File: src/rtl/fpd_pkg.sv
`default_nettype none
// ============================================================================
// Module   : fpd_pkg
// Brief    : Shared widths, state encoding and response record for the
//            floating-point divider arbiter.
// Revision : 1.0 - initial release
// ============================================================================
package fpd_pkg;

    localparam int EXP_WIDTH      = 8;
    localparam int MANTISSA_WIDTH = 23;
    localparam int FP_WIDTH       = EXP_WIDTH + MANTISSA_WIDTH + 1;

    typedef enum logic [1:0] {
        IDLE    = 2'd0,
        WAIT    = 2'd1,
        RESPOND = 2'd2
    } fpd_arb_state_t;

    typedef struct packed {
        logic [FP_WIDTH-1:0] result;
        logic                overflow;
        logic                underflow;
        logic                dbz;
    } fpd_rsp_t;

endpackage
`default_nettype wire

File: src/rtl/fpd_rr_arbiter.sv
`default_nettype none
// ============================================================================
// Module   : fpd_rr_arbiter
// Brief    : Combinational round-robin picker. Searches the request vector
//            starting just above last_grant, wrapping, and returns the first
//            hit as a one-hot vector plus its index.
// Revision : 1.0 - initial release
// ============================================================================
module fpd_rr_arbiter #(
    parameter int N     = 4,
    parameter int IDX_W = $clog2(N)
) (
    input  logic [N-1:0]     req,
    input  logic [IDX_W-1:0] last_grant,
    output logic [N-1:0]     grant,
    output logic [IDX_W-1:0] grant_idx,
    output logic             grant_valid
);

    logic [IDX_W-1:0] cand;

    // First requester at or after last_grant+1 (mod N) wins.
    always_comb begin
        grant       = '0;
        grant_idx   = '0;
        grant_valid = 1'b0;
        cand        = '0;
        for (int i = 1; i <= N; i++) begin
            cand = IDX_W'((int'(last_grant) + i) % N);
            if (!grant_valid && req[cand]) begin
                grant_valid = 1'b1;
                grant[cand] = 1'b1;
                grant_idx   = cand;
            end
        end
    end

endmodule
`default_nettype wire

File: src/rtl/fpd_arbiter.sv
`default_nettype none
// ============================================================================
// Module   : fpd_arbiter
// Brief    : Shares one floating-point divider between N_REQ requesters.
//            Round-robin grant, registered operands, fixed divider latency
//            wait, captured result returned over a per-requester handshake.
//            One operation is outstanding at a time.
// Revision : 1.0 - initial release
// ============================================================================
module fpd_arbiter
    import fpd_pkg::*;
#(
    parameter int N_REQ       = 4,
    parameter int FPD_LATENCY = 0
) (
    input  logic                         clock,
    input  logic                         reset,
    input  logic [N_REQ-1:0]             req_valid_in,
    output logic [N_REQ-1:0]             req_ready_out,
    input  logic [N_REQ*FP_WIDTH-1:0]    req_a_in,
    input  logic [N_REQ*FP_WIDTH-1:0]    req_b_in,
    output logic [N_REQ-1:0]             rsp_valid_out,
    input  logic [N_REQ-1:0]             rsp_ready_in,
    output logic [FP_WIDTH-1:0]          rsp_result_out,
    output logic                         rsp_overflow_out,
    output logic                         rsp_underflow_out,
    output logic                         rsp_dbz_out,
    output logic [$clog2(N_REQ)-1:0]     grant_id_out,
    output logic                         busy_out,
    output logic [FP_WIDTH-1:0]          fpd_a_out,
    output logic [FP_WIDTH-1:0]          fpd_b_out,
    input  logic [FP_WIDTH-1:0]          fpd_result_in,
    input  logic                         fpd_overflow_in,
    input  logic                         fpd_underflow_in,
    input  logic                         fpd_dbz_in
);

    localparam int IDX_W = $clog2(N_REQ);
    localparam int CNT_W = (FPD_LATENCY > 0) ? $clog2(FPD_LATENCY + 1) : 1;
    localparam logic [CNT_W-1:0] LAT_LOAD = CNT_W'(FPD_LATENCY);

    fpd_arb_state_t     state;
    logic [IDX_W-1:0]   last_grant;
    logic [CNT_W-1:0]   counter;
    fpd_rsp_t           rsp;

    logic [N_REQ-1:0]   pick_onehot;
    logic [IDX_W-1:0]   pick_idx;
    logic               pick_any;

    logic [FP_WIDTH-1:0] a_slice [N_REQ];
    logic [FP_WIDTH-1:0] b_slice [N_REQ];

    generate
        for (genvar i = 0; i < N_REQ; i++) begin : g_unpack
            assign a_slice[i] = req_a_in[i*FP_WIDTH +: FP_WIDTH];
            assign b_slice[i] = req_b_in[i*FP_WIDTH +: FP_WIDTH];
        end
    endgenerate

    fpd_rr_arbiter #(
        .N     (N_REQ),
        .IDX_W (IDX_W)
    ) u_rr (
        .req         (req_valid_in),
        .last_grant  (last_grant),
        .grant       (pick_onehot),
        .grant_idx   (pick_idx),
        .grant_valid (pick_any)
    );

    // Accept is offered only while idle and out of reset, so every output
    // reads zero whenever reset is held.
    assign req_ready_out     = (state == IDLE && !reset) ? pick_onehot : '0;
    assign busy_out          = (state != IDLE);
    assign rsp_result_out    = rsp.result;
    assign rsp_overflow_out  = rsp.overflow;
    assign rsp_underflow_out = rsp.underflow;
    assign rsp_dbz_out       = rsp.dbz;

    // Control FSM: grant and load operands, count down the divider latency,
    // capture the result, then hold it until the grantee accepts.
    always_ff @(posedge clock) begin
        if (reset) begin
            state         <= IDLE;
            last_grant    <= IDX_W'(N_REQ - 1);
            counter       <= '0;
            rsp           <= '0;
            rsp_valid_out <= '0;
            grant_id_out  <= '0;
            fpd_a_out     <= '0;
            fpd_b_out     <= '0;
        end else begin
            case (state)
                IDLE: begin
                    if (pick_any) begin
                        fpd_a_out    <= a_slice[pick_idx];
                        fpd_b_out    <= b_slice[pick_idx];
                        grant_id_out <= pick_idx;
                        counter      <= LAT_LOAD;
                        state        <= WAIT;
                    end
                end
                WAIT: begin
                    if (counter == '0) begin
                        rsp.result    <= fpd_result_in;
                        rsp.overflow  <= fpd_overflow_in;
                        rsp.underflow <= fpd_underflow_in;
                        rsp.dbz       <= fpd_dbz_in;
                        rsp_valid_out <= N_REQ'(1) << grant_id_out;
                        state         <= RESPOND;
                    end else begin
                        counter <= counter - 1'b1;
                    end
                end
                RESPOND: begin
                    if (rsp_ready_in[grant_id_out]) begin
                        last_grant    <= grant_id_out;
                        rsp_valid_out <= '0;
                        state         <= IDLE;
                    end
                end
                default: state <= IDLE;
            endcase
        end
    end

endmodule
`default_nettype wire

File: config.mk
export PLATFORM = sky130hd
export DESIGN_NAME = fpd_arbiter
export DESIGN_NICKNAME = d
export VERILOG_FILES = /design/src/rtl/fpd_pkg.sv /design/src/rtl/fpd_rr_arbiter.sv /design/src/rtl/fpd_arbiter.sv
export SDC_FILE = /design/constraint.sdc
export NUM_CORES = 1
export LEC_CHECK = 0
export ABC_AREA = 1
export BUFFER_PORTS_ARGS = -buffer_cell sky130_fd_sc_hd__buf_2
export CAP_MARGIN = 10
export CORE_AREA = 3 3 160 162
export CTS_CLUSTER_SIZE = 16
export DETAILED_ROUTE_END_ITERATION = 16
export DIE_AREA = 0 0 163 165
export GPL_ROUTABILITY_DRIVEN = 0
export SLEW_MARGIN = 20
export SYNTH_ARGS = -nofsm -noshare
export SYNTH_HDL_FRONTEND = slang
export SYNTH_SLANG_ARGS = --single-unit
File: constraint.sdc
create_clock -name clock -period 3.5 [get_ports clock]
set_clock_uncertainty 0.1 [all_clocks]
set_input_delay 0.525 -clock clock [delete_from_list [all_inputs] [get_ports clock]]
set_output_delay 0.525 -clock clock [all_outputs]
set_load 0.03 [all_outputs]
======== Word level (Yosys, flattened, before mapping) ========
Index checks and enable logic that the tools add are counted.
storage, ports and cells
  bits in registers ....................... 110
  input port bits ......................... 301
cells by class
  add/sub/neg operators ................... 5
  equal/unequal tests ..................... 5
  shift operators ......................... 1
  magnitude comparators ................... 10
  bitwise gates (word level) .............. 5
  muxes and demuxes ....................... 47
  reduce and logical (&&, ||, !) cells .... 22
operators by type and width
  operator                                                               number
  32-bit binary-select mux with 2-bit select                             2
  32-bit two-way mux                                                     4
  4-bit two-way mux                                                      7
  2-bit by 3-bit < comparator with 1-bit output, second input constant   5
  1-bit two-way mux                                                      15
  2-bit two-way mux                                                      7
  4-bit bitwise OR                                                       3
  1-bit binary-select mux with 2-bit select                              5
  1-bit demux with 2-bit select                                          4
  2-bit by 1-bit >= comparator with 1-bit output, second input constant  4
  1-bit logical AND                                                      8
  4-bit one-hot mux with 2 select lines                                  1
  2-bit AND reduction                                                    4
  2-bit != test, second input constant                                   3
  2-bit one-hot mux with 3 select lines                                  1
  3-bit AND reduction                                                    2
  2-bit nonzero test                                                     3
  2-bit by 1-bit adder with 2-bit output, second input constant          2
  2-bit adder, second input constant                                     2
  1-bit logical NOT                                                      4
  1-bit by 2-bit << shifter with 4-bit output, first input constant      1
  3-bit >= comparator, second input constant                             1
  2-bit NOT with 3-bit output                                            1
  2-bit by 1-bit equality test with 1-bit output, second input constant  1
  other kinds (5)                                                        5

======== Depth between registers and ports, before layout ========
  depth after elaboration ................. 17
  depth in mapped cells ................... 16
  mapped depth without buffers ............ 14

======== Hierarchy ========
A second synthesis with hierarchy kept.
second synthesis, totals
  cell total of the unflattened synthesis .. 1000
  area total of the unflattened synthesis .. 6381.1 µm²
by module, submodules not included
  module          cells each  times used  area each (µm²)  sequential area each (µm²)
  fpd_arbiter     919         1           5845.6           2182.1
  fpd_rr_arbiter  81          1           535.5            0.0

======== Worst setup path before layout ========
No wires, ideal clock.
  path type ............................... flip-flop to output port
  start point ............................. register last_grant[0]
  end point ............................... output req_ready_out[1]
  setup slack ............................. 0.900 ns
  data arrival time ....................... 1.975 ns
  stages on the path, launching flop included .. 13
  path buffers ............................ 0
  path through ............................ dfxtp_1 > inv_2 > ha_1 > inv_1 > nand2_2 > nand2_4 > nor2_4 > nand2_1 > o21ai_0 > a21oi_1 > o21ai_0 > nand2_1 > inv_1
on the way
  cells in the longest elaborated chain, start to end .. 14
  elaborated cells on any way between the ends .. 49
ends and longest elaborated chain
  item                                                                                                    line                  source
  from (decl)                                                                                             fpd_arbiter.sv:43     logic [IDX_W-1:0] last_grant;
  from (signal assigned)                                                                                  fpd_arbiter.sv:86     last_grant <= IDX_W'(N_REQ - 1);
  from (signal assigned)                                                                                  fpd_arbiter.sv:118    last_grant <= grant_id_out;
  parallel branches: the longest is 12 deep, another holds 2-bit by 3-bit < comparator with 1-bit output  n/a
  4-bit two-way mux *                                                                                     fpd_rr_arbiter.sv:30  if (!grant_valid && req[cand]) begin
  4-bit two-way mux *                                                                                     fpd_arbiter.sv:74     assign req_ready_out = (state == IDLE && !reset) ? pick_onehot : '0;
  to (decl)                                                                                               fpd_arbiter.sv:19     output logic [N_REQ-1:0] req_ready_out,
Every way passes the cells marked *. The select of a mux whose other input is x is not followed.

======== Worst setup path in the final report ========
Ends and elaborated chain as after synthesis.

==> results_dict.tcl <==
set metrics [dict create \
    path_clk_slew_ns 0.08 \
    synth_flop_cell "dfxtp_1" \
    outcome "completed" \
    worstSkewPairLatency_ns 0.36 \
    ys_types 24 \
    synth_largest_area_cell "dfxtp_1" \
    crit_slowest_cell "dfxtp_2" \
    grt_max_degree 129 \
    crit_cells 13 \
    fin_hold_ws_ns 0.281 \
    grt_pass1_wl_mm 47.3 \
    drc 0 \
    grt_pass1_vias 8847 \
    hold_path.class "primary input to flip-flop" \
    ys_ff_latch 109 \
    grt_overflow 0 \
    vdd_drop_max_mv 0.302 \
    start_util_pct 32.9 \
    r2r_slack_ns 0.45 \
    drv_cap 0 \
    setup_viol 0 \
    pwr_density_cell_mw_per_mm2 660 \
    worst_ep_arrival_time_ns 2.47 \
    crit_buf_inv 4 \
    cts_root_buf "clkbuf_16" \
    rr_startpoint "last_grant[0]$_SDFFE_PP1P_" \
    pin_count 411 \
    coreArea_mm2 0.0242 \
    routed_wl_mm 31.4 \
    clock_sinks 109 \
    seq_area_frac_synth_pct 27.4 \
    timing.final.crit_share_pct 88.5 \
    rsz0062_at_grt "false" \
    fp.dieW_um 163 \
    syn_inst 1422 \
    critPathCaptureType "output port" \
    setup_tns_ns 0 \
    cts_tree "yes" \
    path_delay_family "simple AND/OR/NAND/NOR gates" \
    num_rows 57 \
    antenna_found_initial 5 \
    syn_avg_cell_area_um2 5.61 \
    ys.warnings.count 0 \
    htreeDepth 3 \
    max-slew-margin-rel_pct 31.9 \
    cp_data_required_time_ns 2.87 \
    synth_nets 1731 \
    cts_max_path_buffers 2 \
    cpPeakStageDelay_ns 0.47 \
    dpl.hpwl_mm 22.7 \
    port-buffer-count 410 \
    cts_buffers 9 \
    finalHoldViolations 0 \
    fin_nets 2069 \
    crit_chain "inv_2 > ha_1 > inv_1 > nand2_2 > nand2_4 > nor2_4 > nand2_1 > o21ai_0 > a21oi_1 > o21ai_0 > nand2_1 > inv_1 > buf_2" \
    synthMostInstantiatedCell "inv_1" \
    setup.worst_path.end "req_ready_out[1]" \
    vias_per_cell 4.77 \
    drt_iter0_drc 669 \
    startpoint_type "flip-flop" \
    synth_commonest_cells "347 x inv_1, 243 x nand2_1, 206 x nor2_1" \
    dieArea_mm2 0.0269 \
    drive_gt1_share_pct 26.2 \
    die_h_um 165 \
    tightest_slew_ns 1.01 \
    critPathKind "flip-flop to output port" \
    min_period_ns 3.10 \
    p_leak_nw 6.79 \
    async_reset_ff_share_pct 0 \
    dr.pass1.iters 5 \
    postCtsSetupBuffers 0 \
    rr_worst_depth 13 \
    cp_max_fo 11 \
    r2r-end "fpd_a_out[25]$_SDFFE_PP0P_" \
    critPathLaunch "last_grant[0]$_SDFFE_PP1P_" \
    synth-edff-count 0 \
    synth_top_area_share_pct 27.4 \
    wl_per_cell_um 15.0 \
    grt.total_usage_pct 21.9 \
    fmax_mhz 323 \
    synth_area_leaders "dfxtp_1 27%, inv_1 16%, nand3_1 13%" \
    postCtsHoldBufs 0 \
    ant_nets 0 \
    syn_area_mm2 0.00797 \
    num_vias 9980 \
    area_delta_synth_final_pct 32.3 \
    drv_slew 0 \
]
## what timing repair did
item                                    CTS  global route
resized for setup                         0             1
hold endpoints to repair                  0             0
endpoints found under the setup margin    0             1
## cell usage in the layout (no fill, tap or decap), types with 2 or more instances in the layout
cell type | Yosys | routed
a21oi_1 | 10 | 10
a31oi_1 | 2 | 2
buf_12 | 0 | 6
buf_2 | 42 | 410
buf_4 | 8 | 13
clkbuf_16 | 0 | 9
dfxtp_1 | 109 | 108
diode_2 | 0 | 2
ha_1 | 8 | 8
inv_1 | 347 | 346
inv_2 | 3 | 3
inv_6 | 0 | 2
nand2_1 | 243 | 241
nand2_2 | 4 | 4
nand2_4 | 1 | 3
nand3_1 | 204 | 202
nand3_4 | 0 | 2
nand4_1 | 130 | 130
nor2_1 | 206 | 205
o211ai_1 | 3 | 3
o21ai_0 | 45 | 45
## metrics by stage
stage	utilization (%)	cell area (µm²)	std cells	power, mW	worst slack [ns]
floorplan	-	7970	1422	4.69	0.900
finish	43.5	10600	2091	6.97	0.403
detailed placement	42.2	10200	2073	5.89	0.342
global placement	42.2	10200	2073	5.87	0.411
CTS	43.5	10500	2089	7.05	0.235
global route	43.5	10500	2090	7.54	0.163
## worst min-delay path by stage
stage | endpoint | depth (start not counted) | start | slack, ns
after floorplan | state[1]$_SDFFE_PP0P_ | 4 | state[1]$_SDFFE_PP0P_ | 0.46
after global placement | rsp_valid_out[0]$_SDFFE_PP0P_ | 2 | rsp_valid_out[0]$_SDFFE_PP0P_ | 0.35
after detailed placement | rsp_valid_out[3]$_SDFFE_PP0P_ | 2 | rsp_valid_out[3]$_SDFFE_PP0P_ | 0.35
after CTS | rsp_result_out[29]$_SDFFE_PP0P_ | 3 | fpd_result_in[29] | 0.26
after global routing | rsp_result_out[18]$_SDFFE_PP0P_ | 3 | fpd_result_in[18] | 0.27
final | rsp_result_out[4]$_SDFFE_PP0P_ | 3 | fpd_result_in[4] | 0.28
## worst register-to-register path, cell delays in order (launching register included)
cell	delay, ns
dfxtp_2	0.47
inv_2	0.06
ha_1	0.35
inv_1	0.10
nand2_2	0.10
nand2_4	0.08
nor2_4	0.20
nand3_1	0.17
a21oi_4	0.19
buf_4	0.63
nand3_1	0.31
nand3_1	0.13
nand2_1	0.05
inv_1	0.06
## registers in the layout, summed over array words and instances (netlist names)
register,count
fpd_b_out,32
grant_id_out,2
rsp_valid_out,4
fpd_a_out,32
rsp_result_out,32
state,2
rsp_underflow_out,1
rsp_dbz_out,1
last_grant,2
rsp_overflow_out,1
## area by class of cell
cell class / count / area (µm²)
clock buffers: 9 / 225
multi-input cells: 860 / 4050
clock inverters: 7 / 91.3
flip-flops and latches: 109 / 2180
repair buffers: 429 / 2270
diodes: 2 / 5.00
well taps: 324 / 405
inverters: 351 / 1320
fillers: 2706 / 13700
## per-layer routing
metal	vias to the layer above	GRT usage (%)	part of all wire (%)
met5	-	0	0.099
met4	4	5.23	1.3
met3	29	5.72	8.5
met2	384	37.4	48
met1	4523	27.8	42
li1	5040	-	-
## cell families (layout without fill, tap and decap cells)
group                      count (synthesis)  in the layout  share of synthesized area [%]
and+or+nand+nor                          789            789                           44.7
DFF                                      109            109                           27.4
buffers and inverters                    453            796                           22.5
adders and majority gates                  8              8                           1.26
other                                      0              2                              0
AOI/OAI and AO/OA                         63             63                           4.19
## where the power goes
group	switching, mW	internal, mW	total [mW]	leakage (nW)
registers	0.193	1.60	1.79	0.903
logic	2.80	1.24	4.04	5.74
clock network	0.559	0.575	1.13	0.151
Note: power is estimated with default switching activity, not from simulation.
